$ cat src/rtl/pe_route_dispatcher_pkg.sv
// Shared definitions for the PE route dispatcher: destination encodings and a
// pointer helper used by the output queues.
package pe_route_dispatcher_pkg;

    localparam logic DEST_OUT0 = 1'b0;
    localparam logic DEST_OUT1 = 1'b1;

    // Pointers carry one wrap bit above the index; full means same index, other lap.
    function automatic logic ptr_full(input logic wrap_w, input logic wrap_r, input logic idx_eq);
        return (wrap_w != wrap_r) && idx_eq;
    endfunction

endpackage

$ cat src/rtl/pe_route_fifo.sv
// First-word-fall-through queue for one dispatcher output; head is valid
// whenever the queue is not empty.
module pe_route_fifo
    import pe_route_dispatcher_pkg::*;
#(
    parameter int DATA_W = 8,
    parameter int DEPTH  = 2
) (
    input  logic              clk,
    input  logic              rst_n,
    input  logic              push,
    input  logic [DATA_W-1:0] push_data,
    input  logic              pop,
    output logic              full,
    output logic              empty,
    output logic [DATA_W-1:0] head
);
    localparam int AW = $clog2(DEPTH);

    logic [DATA_W-1:0] r_mem [DEPTH];
    logic [AW:0]       r_wptr;
    logic [AW:0]       r_rptr;
    logic              w_push;
    logic              w_pop;

    assign empty  = (r_wptr == r_rptr);
    assign full   = ptr_full(r_wptr[AW], r_rptr[AW], r_wptr[AW-1:0] == r_rptr[AW-1:0]);
    assign head   = r_mem[r_rptr[AW-1:0]];
    // Guard internally so a misbehaving caller cannot corrupt the pointers.
    assign w_push = push & ~full;
    assign w_pop  = pop & ~empty;

    always_ff @(posedge clk or negedge rst_n) begin
        if (!rst_n) begin
            r_wptr <= '0;
            r_rptr <= '0;
        end else begin
            if (w_push) r_wptr <= r_wptr + (AW+1)'(1);
            if (w_pop)  r_rptr <= r_rptr + (AW+1)'(1);
        end
    end

    always_ff @(posedge clk) begin
        if (w_push) r_mem[r_wptr[AW-1:0]] <= push_data;
    end

endmodule

$ cat src/rtl/pe_route_dispatcher.sv
// Routes one input stream to two independent FWFT output queues, either by
// explicit destination or round-robin, and counts words accepted per output.
module pe_route_dispatcher
    import pe_route_dispatcher_pkg::*;
#(
    parameter int DATA_W = 8,
    parameter int DEPTH  = 2,
    parameter int CNT_W  = 16
) (
    input  logic              clk,
    input  logic              rst_n,
    input  logic              in_valid,
    output logic              in_ready,
    input  logic [DATA_W-1:0] in_data,
    input  logic              in_dest,
    input  logic              rr_mode,
    output logic              out0_valid,
    input  logic              out0_ready,
    output logic [DATA_W-1:0] out0_data,
    output logic              out1_valid,
    input  logic              out1_ready,
    output logic [DATA_W-1:0] out1_data,
    output logic [CNT_W-1:0]  cnt0,
    output logic [CNT_W-1:0]  cnt1
);
    logic             r_rr_ptr;
    logic [CNT_W-1:0] r_cnt0;
    logic [CNT_W-1:0] r_cnt1;
    logic             w_sel;
    logic             w_xfer;
    logic             w_push0;
    logic             w_push1;
    logic             w_full0;
    logic             w_full1;
    logic             w_empty0;
    logic             w_empty1;

    // in_ready looks only at registered fullness, so a same-cycle pop never frees a slot.
    assign w_sel    = rr_mode ? r_rr_ptr : in_dest;
    assign in_ready = (w_sel == DEST_OUT1) ? ~w_full1 : ~w_full0;
    assign w_xfer   = in_valid & in_ready;
    assign w_push0  = w_xfer & (w_sel == DEST_OUT0);
    assign w_push1  = w_xfer & (w_sel == DEST_OUT1);

    assign out0_valid = ~w_empty0;
    assign out1_valid = ~w_empty1;
    assign cnt0       = r_cnt0;
    assign cnt1       = r_cnt1;

    always_ff @(posedge clk or negedge rst_n) begin
        if (!rst_n) begin
            r_rr_ptr <= 1'b0;
            r_cnt0   <= '0;
            r_cnt1   <= '0;
        end else begin
            if (w_xfer && rr_mode) r_rr_ptr <= ~r_rr_ptr;
            if (w_push0)           r_cnt0   <= r_cnt0 + CNT_W'(1);
            if (w_push1)           r_cnt1   <= r_cnt1 + CNT_W'(1);
        end
    end

    pe_route_fifo #(.DATA_W(DATA_W), .DEPTH(DEPTH)) u_q0 (
        .clk       (clk),
        .rst_n     (rst_n),
        .push      (w_push0),
        .push_data (in_data),
        .pop       (out0_ready),
        .full      (w_full0),
        .empty     (w_empty0),
        .head      (out0_data)
    );

    pe_route_fifo #(.DATA_W(DATA_W), .DEPTH(DEPTH)) u_q1 (
        .clk       (clk),
        .rst_n     (rst_n),
        .push      (w_push1),
        .push_data (in_data),
        .pop       (out1_ready),
        .full      (w_full1),
        .empty     (w_empty1),
        .head      (out1_data)
    );

endmodule
$ cat config.mk
export PLATFORM = sky130hd
export DESIGN_NAME = pe_route_dispatcher
export DESIGN_NICKNAME = d
export VERILOG_FILES = /design/src/rtl/pe_route_dispatcher_pkg.sv /design/src/rtl/pe_route_fifo.sv /design/src/rtl/pe_route_dispatcher.sv
export SDC_FILE = /design/constraint.sdc
export NUM_CORES = 1
export LEC_CHECK = 0
export ABC_AREA = 1
export BUFFER_PORTS_ARGS = -buffer_cell sky130_fd_sc_hd__buf_2
export CAP_MARGIN = 20
export CORE_ASPECT_RATIO = 1.5
export CORE_MARGIN = 8
export CORE_UTILIZATION = 40
export CTS_CLUSTER_SIZE = 20
export DETAILED_ROUTE_END_ITERATION = 10
export PLACE_DENSITY = 0.68
export SYNTH_ARGS = -nofsm -noshare
export SYNTH_HDL_FRONTEND = slang
export SYNTH_HIERARCHICAL = 1
export SYNTH_SLANG_ARGS = --single-unit
$ cat constraint.sdc
create_clock -name clk -period 3.8 [get_ports clk]
set_input_delay 0.57 -clock clk [delete_from_list [all_inputs] [get_ports clk]]
set_output_delay 0.57 -clock clk [all_outputs]
set_load 0.03 [all_outputs]
# After elaboration in Yosys (flattened, before gate mapping)
# Memory sizes are Yosys's and may differ from the RTL's.
# Cells that the tools add are included.
# classes
bitwise	13
add_sub_neg	6
reduce_logical	3
muxes	6
eq_ne	6
# ops
operator	n
adder 16 x 1 -> 16 bit (second input constant)	2
adder 2 x 1 -> 2 bit (second input constant)	4
bitwise AND 1 bit	7
2-to-1 mux 1 bit	6
inverter 1 bit	6
equality test 2 bit	2
logical AND 1 bit	3
equality test 1 bit	2
!= test 1 bit	2
# word_totals
regBits	41
mem_bits_rw	32
out_inout_bits	51
wordCells	43
inputBits	15
memories	2
# mem_list
memory	depth	word_bits	read_ports	rd_ports_with_merged_regs	write_ports	line_no	rtl
u_q0.r_mem	2	8	1	0	1	pe_route_fifo.sv:20	logic [DATA_W-1:0] r_mem [DEPTH];
u_q1.r_mem	2	8	1	0	1	pe_route_fifo.sv:20	

# Logic depth before layout (Yosys ltp)
# depth
word_depth	9
ltp_mapped	14
ltp_nobuf	13

# By module
# Netlist, hierarchy kept.
# modules_own_cells
module	seq_area_each_um2	n_inst	cells_each	area_per_inst_um2
pe_route_dispatcher	825.8	1	289	2134.5
pe_route_fifo	580.6	2	82	867.1

# Worst setup path before layout
# No wires, ideal clock.
# synth_path
kind	register to register
startpoint	register u_q0.r_rptr[1]
endpoint	memory u_q0.r_mem[1][0], enable pin
setup_ps	324
path_slack_ps	1940
t_arrival_ps	1535
synth_period_minus_slack_ps	1860
stages_incl_launch_ff	14
cell_sequence	dfrtp_1 -> inv_1 -> nand2_1 -> nand2_2 -> nand2_4 -> inv_2 -> inv_1 -> nand3_4 -> nor2_8 -> buf_6 -> nand2_1 -> inv_1 -> nand2_2 -> inv_1
# synth_between
elab_chain_len	9
# synth_lines
element	line_no	rtl
start: declaration	pe_route_fifo.sv:22	logic [AW:0] r_rptr;
start signal: assignment	pe_route_fifo.sv:39	if (w_pop) r_rptr <= r_rptr + (AW+1)'(1);
!= test 1 bit	pe_route_dispatcher_pkg.sv:10	return (wrap_w != wrap_r) && idx_eq;
logical AND 1 bit	pe_route_dispatcher_pkg.sv:10	
named net w_full0	pe_route_dispatcher.sv:33	logic w_full0;
inverter 1 bit	pe_route_dispatcher.sv:40	assign in_ready = (w_sel == DEST_OUT1) ? ~w_full1 : ~w_full0;
2-to-1 mux 1 bit	pe_route_dispatcher.sv:40	
bitwise AND 1 bit	pe_route_dispatcher.sv:41	assign w_xfer = in_valid & in_ready;
bitwise AND 1 bit	pe_route_dispatcher.sv:42	assign w_push0 = w_xfer & (w_sel == DEST_OUT0);
named net w_push0	pe_route_dispatcher.sv:31	logic w_push0;
bitwise AND 1 bit	pe_route_fifo.sv:30	assign w_push = push & ~full;
2-to-1 mux 1 bit	pe_route_fifo.sv:44	if (w_push) r_mem[r_wptr[AW-1:0]] <= push_data;
2-to-1 mux 1 bit (not written as such)	pe_route_fifo.sv:44	
end: declaration	pe_route_fifo.sv:20	
# The timed path passes the listed nets, and every way through them passes these cells.

# Final worst setup path
# layout_path
startpoint	register u_q0.r_rptr[0]
endpoint	output port in_ready
# layout_between
elab_chain_len	4
# layout_lines
element	line_no	rtl
equality test 1 bit	pe_route_fifo.sv:27	assign full = ptr_full(r_wptr[AW], r_rptr[AW], r_wptr[AW-1:0] == r_rptr[AW-1:0]);
logical AND 1 bit	pe_route_dispatcher_pkg.sv:10	
named net w_full0	pe_route_dispatcher.sv:33	
inverter 1 bit	pe_route_dispatcher.sv:40	
2-to-1 mux 1 bit	pe_route_dispatcher.sv:40	
end: declaration	pe_route_dispatcher.sv:13	output logic in_ready,
# The timed path passes the listed nets, and every way through them passes these cells.

==> run_results.csv <==
group,metric,value,unit
synthesis,synth_top_area_frac,0.265,
synthesis,synth_area_per_cell,8.54,µm²
global_route,antenna_found_initial,0,
routing,drt-initial-drc-count,119,
die,fp.dieW,96.3,µm
synthesis,synth_nets,470,
synthesis,yosysMostFrequentCell,"nand2_1",
placed_design,dpl.hpwl,6.46,mm
global_route,grt_usage,0.140,
finish,fin_util,0.481,
sta,slew_headroom,0.371,
synthesis,postSynthCellCount,453,
die,die_area,0.0131,mm²
synthesis,yosys-top-cells-area,"dfrtp_1 (27%), edfxtp_1 (25%), nand2_1 (19%), inv_1 (3.8%), nand2_4 (2.6%)",
clocking,post-cts-setup-buffer-count,0,
clocking,cts_resized,0,
placed_design,gpl.final_weighted_congestion,0.863,
setup_path,crit_arrival,1910,ps
sta,period_share,0.653,
clocking,clk_latency,330,ps
pwr,power_density,797,mW/mm²
sta,rsz0062_at_grt,"no",
placed_design,io_buffers,65,
synthesis,synth_top_area_cell,"dfrtp_1",
clocking,cts.path.max_buffers,2,
sta,skew,4.87,ps
sta,tightest_slew,944,ps
finish,fin_area,0.00458,mm²
finish,drive_above_1_share,0.248,
worst_hold_path,hp-class,"in2async",
sta,period_needed,2480,ps
clocking,clock_sinks,73,
setup_path,cp_max_fo,12,
routing,wl_per_cell,13.2,µm
pwr,p_total,3650,µW
synthesis,ys_top_cells_by_count,"nand2_1 (198), dfrtp_1 (41), inv_1 (39)",
finish,nets,540,
setup_path,cp-start-kind,"flop",
routing,drtAntennaViolNets,0,
setup_path,critPathCaptureType,"primary output",
die,die_y,136,µm
sta,slew_violations,0,
status,status,"finished, final reports clean",
synthesis,ys.flop_type,"dfrtp_1",
clocking,ctsHoldBuffers,0,
run,maxCapViolCount,0,
clocking,clk_pin_slew_worst_paths,60,ps
synthesis,synth-warning-count,6,
die,core,0.00952,mm²
synthesis,async_reset_ff_frac,0.562,
pwr,irDropWorstVdd,0.000424,V
synthesis,synth_seq_cells,73,
routing,wirelength,8.47,mm
setup_path,cp.required,3230,ps
setup_path,r2r_cells,12,
setup_path,path_cells,"inv_2 > nand2_2 > nand2_4 > nand2_4 > inv_2 > inv_1 > nand3_4 > nand2_1 > buf_2",
global_route,grt_max_degree,42,
placed_design,place_area,0.00427,mm²
synthesis,syn_area,0.00387,mm²
routing,routed_via_density,4.77,
synthesis,synth_edf_count,32,
global_route,overflow,0,
routing,remaining_drc_errors,0,
setup_path,criticalPathCategory,"reg2out",
clocking,cts-buffers-inserted,9,
synthesis,ys_seq_area_frac,0.514,
clocking,cts_tree,"yes",
setup_path,slowest_delay,570,ps
sta,hold_viol,0,
clocking,htree_levels,3,
pwr,leakagePower,0.00219,µW
die,num_io_pins,66,
finish,area_growth,18.3,%
clocking,cts-root-buf,"clkbuf_16",
sta,fin_tns_setup,0,ps
die,rows,44,
routing,vias,3070,
setup_path,slowest_stage,"dfrtp_1",
routing,drt_first_pass_iters,4,
die,start_util,0.406,
finish,insertedDiodeCount,0,
sta,setup_viol,0,
global_route,grt_pass1_vias,3056,
global_route,grt_pass1_wl,14.1,mm
finish,fillers,921,
sta,max_freq,403,MHz
synthesis,synth_cell_type_count,28,
cells in the final DEF (no fill, tap or decap):
master / synthesis / final
nor2_8: 2 / 2
inv_4: 1 / 1
inv_1: 39 / 39
nand2_4: 9 / 9
o21ai_1: 7 / 7
nand3_2: 3 / 3
edfxtp_1: 32 / 32
clkbuf_16: 0 / 9
o21ai_2: 6 / 6
dfrtp_1: 41 / 41
xnor2_1: 8 / 8
a21oi_4: 1 / 1
nor2_2: 5 / 5
xor2_1: 10 / 10
bufinv_16: 0 / 1
nand2_2: 12 / 12
nand3_1: 18 / 18
nor2_4: 1 / 1
nor2_1: 25 / 25
nand3_4: 1 / 1
nand4_1: 9 / 9
o21ai_0: 6 / 6
buf_2: 0 / 65
ha_1: 2 / 2
nand2_1: 198 / 198
nor3_2: 1 / 1
clkinvlp_4: 0 / 1
inv_6: 0 / 5
nand3b_1: 2 / 2
inv_2: 8 / 8
registers in the layout, indices dropped and copies added, names as in the netlist:
register / cells
u_q1/r_rptr: 2
cnt1: 16
u_q0/r_rptr: 2
u_q0/r_mem: 16
u_q1/r_wptr: 2
cnt0: 16
u_q1/r_mem: 16
r_rr_ptr: 1
u_q0/r_wptr: 2
worst paths after layout:
| check | endpoint | startpoint | slack [ps] |
|---|---|---|---|
| worst min register to register | u_q1/r_wptr[1]$_DFFE_PN0P_ | u_q1/r_wptr[1]$_DFFE_PN0P_ | 520 |
| worst max register to register | u_q0/r_mem[1][4]$_DFFE_PP_ | u_q0/r_rptr[0]$_DFFE_PN0P_ | 1480 |
| worst min-delay path | cnt1[3]$_DFFE_PN0P_ | rst_n | 380 |
| min in group clk | u_q0/r_mem[0][0]$_DFFE_PP_ | in_data[0] | 470 |
| max in group asynchronous | u_q1/r_rptr[1]$_DFFE_PN0P_ | rst_n | 2830 |
| worst max-delay path | in_ready | u_q0/r_rptr[0]$_DFFE_PN0P_ | 1320 |
where the power goes:
group	leakage, µW	internal [µW]	switching, µW
clock network	0.000148	520	350
logic	0.00121	445	1070
registers	0.000832	1030	226
routing by layer:
| metal | GRT usage | part of all wire | vias up |
|---|---|---|---|
| li1 | - | - | 1565 |
| met1 | 0.146 | 0.38 | 1413 |
| met2 | 0.243 | 0.53 | 71 |
| met3 | 0.0420 | 0.061 | 21 |
| met4 | 0.0727 | 0.029 | 0 |
| met5 | 0 | 0 | - |
worst max-delay path, delay by kind of cell, from the launching register on:
kind | cells | cell delay [ps]
buf+inv | 4 | 490
flops | 1 | 570
simple gates | 5 | 510
logic make-up (layout without fill, tap and decap cells):
group / after synthesis / count (layout) / share of synthesized area
AND/OR/NAND/NOR: 286 / 286 / 0.340
flip-flops: 73 / 73 / 0.514
buffers and inverters: 54 / 129 / 0.0647
AO/OA/AOI/OAI: 20 / 20 / 0.0346
XOR/XNOR: 18 / 18 / 0.0408
adder cells (fa/ha/maj): 2 / 2 / 0.00647
stage by stage:
step,hold slack [ps],setup WS [ps],instances
2_1_floorplan,274,1940,453
3_3_place_gp,484,1540,627
3_5_place_dp,512,1450,627
4_1_cts,417,1290,643
5_1_grt,464,1180,643
6_report,382,1320,643
area by class of cell:
class                      instances  area [µm²]  area share
sequential                        73        1990       0.434
clock inverter                     7        81.3      0.0178
multi-input combinational        326        1630       0.356
tap                              115         144      0.0314
timing repair buffer              65         325      0.0711
inverter                          48         183      0.0399
clock buffer                       9         225      0.0492
Power figures use the tool's default switching activity.
